$ cat src/rtl/hdmi_tx_gen.sv
// 640x480@60 HDMI timing generator that drains the ADV FIFO
// during the active region and aligns pixel data with DE.
module hdmi_tx_gen #(
  parameter int   H_ACTIVE = 640,
  parameter int   H_FP     = 16,
  parameter int   H_SYNC   = 96,
  parameter int   H_BP     = 48,
  parameter int   V_ACTIVE = 480,
  parameter int   V_FP     = 10,
  parameter int   V_SYNC   = 2,
  parameter int   V_BP     = 33,
  parameter logic SYNC_POL = 1'b0,
  parameter int   DATA_W   = 24
) (
  input  logic              clk,
  input  logic              reset,
  input  logic              en,
  input  logic              rdempty_adv,
  input  logic [DATA_W-1:0] fifo_q,
  output logic              rdreq_adv,
  output logic              HDMI_TX_DE,
  output logic              HDMI_TX_HS,
  output logic              HDMI_TX_VS,
  output logic [DATA_W-1:0] HDMI_TX_D,
  output logic [9:0]        h_cnt,
  output logic [9:0]        v_cnt,
  output logic [31:0]       frame_num,
  output logic [15:0]       underflow_cnt,
  output logic              underflow
);

  localparam int H_TOTAL = H_ACTIVE + H_FP + H_SYNC + H_BP;
  localparam int V_TOTAL = V_ACTIVE + V_FP + V_SYNC + V_BP;
  localparam int HS_BEG  = H_ACTIVE + H_FP;
  localparam int HS_END  = HS_BEG + H_SYNC;
  localparam int VS_BEG  = V_ACTIVE + V_FP;
  localparam int VS_END  = VS_BEG + V_SYNC;

  typedef enum logic [1:0] {
    S_IDLE = 2'd0,
    S_SYNC = 2'd1,
    S_RUN  = 2'd2
  } state_t;

  state_t state, state_nx;
  logic   line_end, frame_end;
  logic   active, run_act;
  logic   hs_on, vs_on;
  logic   rd_q;

  assign line_end  = h_cnt == 10'(H_TOTAL - 1);
  assign frame_end = line_end &&
                     v_cnt == 10'(V_TOTAL - 1);
  assign active    = h_cnt < 10'(H_ACTIVE) &&
                     v_cnt < 10'(V_ACTIVE);
  assign run_act   = state == S_RUN && active;
  assign rdreq_adv = run_act && !rdempty_adv;

  assign hs_on = h_cnt >= 10'(HS_BEG) &&
                 h_cnt <  10'(HS_END);
  assign vs_on = v_cnt >= 10'(VS_BEG) &&
                 v_cnt <  10'(VS_END);

  // Data arrives one clock after the read, same cycle as DE.
  assign HDMI_TX_D = rd_q ? fifo_q : '0;

  always_comb begin
    state_nx = state;
    unique case (state)
      S_IDLE:
        if (en) state_nx = S_SYNC;
      S_SYNC:
        if (frame_end) begin
          if (!en)
            state_nx = S_IDLE;
          else if (!rdempty_adv)
            state_nx = S_RUN;
        end
      S_RUN:
        if (frame_end)
          state_nx = en ? S_RUN : S_SYNC;
      default:
        state_nx = S_IDLE;
    endcase
  end

  always_ff @(posedge clk or negedge reset) begin
    if (!reset) begin
      state <= S_IDLE;
      h_cnt <= '0;
      v_cnt <= '0;
    end else begin
      state <= state_nx;
      if (state == S_IDLE) begin
        h_cnt <= '0;
        v_cnt <= '0;
      end else if (line_end) begin
        h_cnt <= '0;
        v_cnt <= frame_end ? '0 : v_cnt + 10'd1;
      end else begin
        h_cnt <= h_cnt + 10'd1;
      end
    end
  end

  always_ff @(posedge clk or negedge reset) begin
    if (!reset) begin
      HDMI_TX_DE <= 1'b0;
      HDMI_TX_HS <= ~SYNC_POL;
      HDMI_TX_VS <= ~SYNC_POL;
      rd_q       <= 1'b0;
    end else begin
      HDMI_TX_DE <= run_act;
      HDMI_TX_HS <= hs_on ? SYNC_POL : ~SYNC_POL;
      HDMI_TX_VS <= vs_on ? SYNC_POL : ~SYNC_POL;
      rd_q       <= rdreq_adv;
    end
  end

  // Starved pixels still consume their slot.
  always_ff @(posedge clk or negedge reset) begin
    if (!reset) begin
      frame_num     <= '0;
      underflow_cnt <= '0;
      underflow     <= 1'b0;
    end else begin
      if (state == S_RUN && frame_end)
        frame_num <= frame_num + 32'd1;
      if (run_act && rdempty_adv) begin
        underflow <= 1'b1;
        if (underflow_cnt != 16'hFFFF)
          underflow_cnt <= underflow_cnt + 16'd1;
      end
    end
  end

endmodule

$ cat config.mk
export PLATFORM = sky130hd
export DESIGN_NAME = hdmi_tx_gen
export DESIGN_NICKNAME = d
export VERILOG_FILES = /design/src/rtl/hdmi_tx_gen.sv
export SDC_FILE = /design/constraint.sdc
export NUM_CORES = 1
export LEC_CHECK = 0
export BUFFER_PORTS_ARGS = -buffer_cell sky130_fd_sc_hd__buf_2
export CAP_MARGIN = 40
export CELL_PAD_IN_SITES_DETAIL_PLACEMENT = 2
export CELL_PAD_IN_SITES_GLOBAL_PLACEMENT = 2
export CORE_UTILIZATION = 30
export DETAILED_ROUTE_END_ITERATION = 12
export GPL_ROUTABILITY_DRIVEN = 0
export PLACE_DENSITY_LB_ADDON = 0.05
export REMOVE_ABC_BUFFERS = 1
export SLEW_MARGIN = 10
export SYNTH_ARGS = -nofsm -noshare
export SYNTH_HDL_FRONTEND = slang
export SYNTH_SLANG_ARGS = --single-unit
export TNS_END_PERCENT = 20
$ cat constraint.sdc
create_clock -name clk -period 2.7 [get_ports clk]
set_input_delay 0.135 -clock clk [delete_from_list [all_inputs] [get_ports clk]]
set_output_delay 0.135 -clock clk [all_outputs]
set_load 0.01 [all_outputs]
==> summary.txt <==
GRT
  – Total global routing overflow: 0
  – Initial antenna violation count: 0
  – Vias in the first global route: 3398
  – GR Util All Layers: between 10% and 20%
  – Largest net degree at the start of global routing: 42
  – First-pass GRT wire length: 17.8 mm

Critical path
  – CP delay by family, top: simple AND/OR/NAND/NOR gates
  – Setup CP Type: flop to flop
  – Max stage delay on crit path: 0.75 ns
  – Reg2reg start: v_cnt[0]
  – CP Max Fanout: 9
  – Worst Setup End Kind: flop
  – CP required: 2.96 ns
  – Worst path slowest cell: or4_1
  – Crit path DAT: 2.58 ns
  – Worst path bufs/invs: 1
  – Reg2reg path depth: 7
  – FF-to-FF setup slack: roughly 0.38 ns
  – CP startpoint kind: flop
  – Crit-path cells: inv_1, ha_1, and4bb_2, nand2_1, or4_1, nor3_1, xor2_1
  – Worst r2r dst: frame_num[28]

Routing
  – Routed wire length: 10.7 mm
  – Drt first pass iters: 4
  – Remaining antenna violation count: 0
  – Via count: 3189
  – 1st-iter DRT viols: 79
  – Detailed-route DRC error count: 0
  – Number of vias per cell: 4.94
  – Per-cell routed wire length: around 17 µm

Finish
  – # diodes: 0
  – Ratio of cells with drive above 1 in the final layout: 31.9%
  – Filler Cell Count: 1342
  – # nets final: roughly 530
  – Footprint of the multi-input gates: 0.00175 mm²
  – Area growth from synthesis to layout: 31.1%
  – Register Area: 0.00188 mm²

Min path
  – Hold EP: state[0]
  – Hold crit path type: input pin to flop
  – Hold depth: 2
  – Min-delay src: en

Power and ir drop
  – Sw Pwr: 0.000679 W
  – Combinational power share: about a tenth
  – Power density over cell area: 561 mW/mm²
  – Clock power frac: between 40% and 50%
  – Sequential share of power: ~46%
  – Max VDD drop: 0.260 mV
  – LEAKAGE: ~2.5 nW
  – Internal Dissipation: 0.00204 W
  – Sw Ratio: 25.0%

Timing
  – Final clock skew: about 0.01 ns
  – Final hold slack: 0.0286 ns
  – Fin crit share: 86.0%
  – Fmax: 431 MHz
  – RSZ-0062 raised after global routing: false
  – Fin. Hold Viols: 0
  – Setup-failing EPs final: 0
  – Final Max Tran Viols: 0
  – Setup TNS: 0 ns
  – Fin crit period: ~2.3 ns
  – Worst-Margin Slew: slightly above 0.5 ns
  – Relative slew slack: 65.6%

Clocking
  – Worst-path clk slew: 0.06 ns
  – CTS buffer count: 9
  – Total clock sinks: 75
  – Post-CTS setup buffer count: 0
  – Root buf cell: clkbuf_16
  – Worst-Skew Late Latency: 0.34 ns
  – CTS max path bufs: 2
  – Post-CTS sizing: 0
  – CTS tree: yes
  – H-tree depth: 3
  – Hold-fix buffers, CTS: 1

Synth
  – Yosys reg bits: 75
  – Syn_area_per_cell: 10.4 µm²
  – Number of cells produced by synthesis: approximately 360
  – Main synth FF type: dfrtp_1
  – Post-synth EDFFs: 0
  – Mapped cell area: 0.00370 mm²
  – Syn. warnings: 0
  – Post-synth ARST share: 100%
  – Seq/Total Area, Yosys: about half
  – Yosys cell types: 44

Run
  – Max Cap Violations: 0

Placed design
  – Port Buf Inserts: roughly 120
  – DP HPWL: between 7 and 8 mm

Floorplan
  – Top-level I/O count: 125
  – Die area: 0.0128 mm²
  – Num rows: 40
  – Die Y: approximately 110 µm
  – Die Wd: approximately 110 µm
  – Area of the core: 0.0120 mm²
  – Initial Utilization: 30.8%

Outcome
  – Status: completed
==> worst max path at each step <==
stage	start	to	cells after the start
5_1_grt	h_cnt[0]	frame_num[28]	6
4_1_cts	v_cnt[0]	frame_num[28]	7
2_1_floorplan	h_cnt[0]	frame_num[17]	6
3_3_place_gp	v_cnt[0]	frame_num[28]	7
3_5_place_dp	v_cnt[0]	frame_num[28]	7
6_report	v_cnt[0]	frame_num[28]	7
==> stage by stage <==
stage	total power (W)	instances	setup slack, ns	area (µm²)	util [%]
2_1_floorplan	0.00140	349	0.622	3660	-
3_3_place_gp	0.00153	627	0.473	4520	37.7
3_5_place_dp	0.00155	628	0.376	4550	37.9
4_1_cts	0.00277	645	0.370	4850	40.4
5_1_grt	0.00285	645	0.223	4850	40.4
6_report	0.00272	645	0.379	4850	40.4
==> cells in the mapped netlist, drive strengths merged (2+ instances only) <==
library cell	instances	share of area (%)
mux2	3	0.91
nor3b	3	0.61
a31oi	3	0.68
nand4	17	2.9
dfrtp	73	49
o21ai	5	0.68
xor2	22	5.2
or4	2	0.41
and3	16	2.7
ha	6	2.0
nor2	22	2.2
or3	2	0.34
buf	2	0.34
nand2	25	2.6
inv	9	0.91
o22ai	2	0.34
nand2b	4	0.68
a21o	2	0.41
xnor2	35	8.3
clkbuf	6	0.61
nand3	31	4.2
nor2b	2	0.34
and4	2	0.47
dfstp	2	1.4
a21oi	2	0.27
nor3	13	1.8
or2	2	0.34
nor4	7	2.1
and2	28	4.7
==> cells in the final DEF (no fill, tap or decap), types with 8 or more instances in the layout <==
| master | instances |
|---|---|
| and3_1 | 16 |
| xor2_1 | 22 |
| dfrtp_1 | 73 |
| clkbuf_16 | 9 |
| nand2_1 | 24 |
| buf_2 | 123 |
| and2_1 | 27 |
| nand3_1 | 31 |
| xnor2_1 | 35 |
| nand4_1 | 17 |
| inv_1 | 9 |
| nor3_1 | 13 |
| buf_4 | 8 |
| nor2_1 | 22 |
==> cell type report <==
type	count	area share [%]
Clock buffer	14	5.24
Timing Repair Buffer	133	14.7
Multi-Input combinational cell	265	36.1
Tap cell	147	3.79
Sequential cell	75	38.7
Inverter	9	0.696
Clock inverter	2	0.722
==> power by group through the flow <==
| stage | Combinational [W] | Sequential (W) | Clock [W] |
|---|---|---|---|
| 5_1_grt | 0.000302 | 0.00126 | 0.00129 |
| 4_1_cts | 0.000276 | 0.00125 | 0.00124 |
| 6_report | 0.000268 | 0.00125 | 0.00120 |
| 3_3_place_gp | 0.000261 | 0.00127 | 0 |
| 2_1_floorplan | 0.000120 | 0.00128 | 0 |
| 3_5_place_dp | 0.000273 | 0.00127 | 0 |
==> cell families after synthesis <==
group,synth area share (%)
AO/OA/AOI/OAI,3.48
XOR/XNOR,13.5
buffers and inverters,1.86
adder cells (fa/ha/maj),2.03
flip-flops,50.8
AND/OR/NAND/NOR,27.4
multiplexers,0.913
==> worst register-to-register path: cells and delay by family (launching register included) <==
kind,cells,cell delay (ns)
adder cells (fa/ha/maj),1,0.14
flip-flops,1,0.45
AND/OR/NAND/NOR,4,1.40
buffers and inverters,1,0.10
XOR/XNOR,1,0.16
==> state kept, by name, indices dropped and copies added, names as in the netlist <==
register       count
state              2
v_cnt             10
rd_q               1
underflow_cnt     16
underflow          1
HDMI_TX_HS         1
frame_num         32
HDMI_TX_DE         1
HDMI_TX_VS         1
h_cnt             10
==> per-layer routing <==
metal | vias to the layer above | wire length [µm] | GRT usage [%]
li1 | 1510 | - | -
met1 | 1607 | 4890 | 22.7
met2 | 62 | 5240 | 30.0
met3 | 10 | 411 | 3.70
met4 | 0 | 112 | 6.40
met5 | - | 0 | 0
Note: power is estimated with default switching activity, not from simulation.
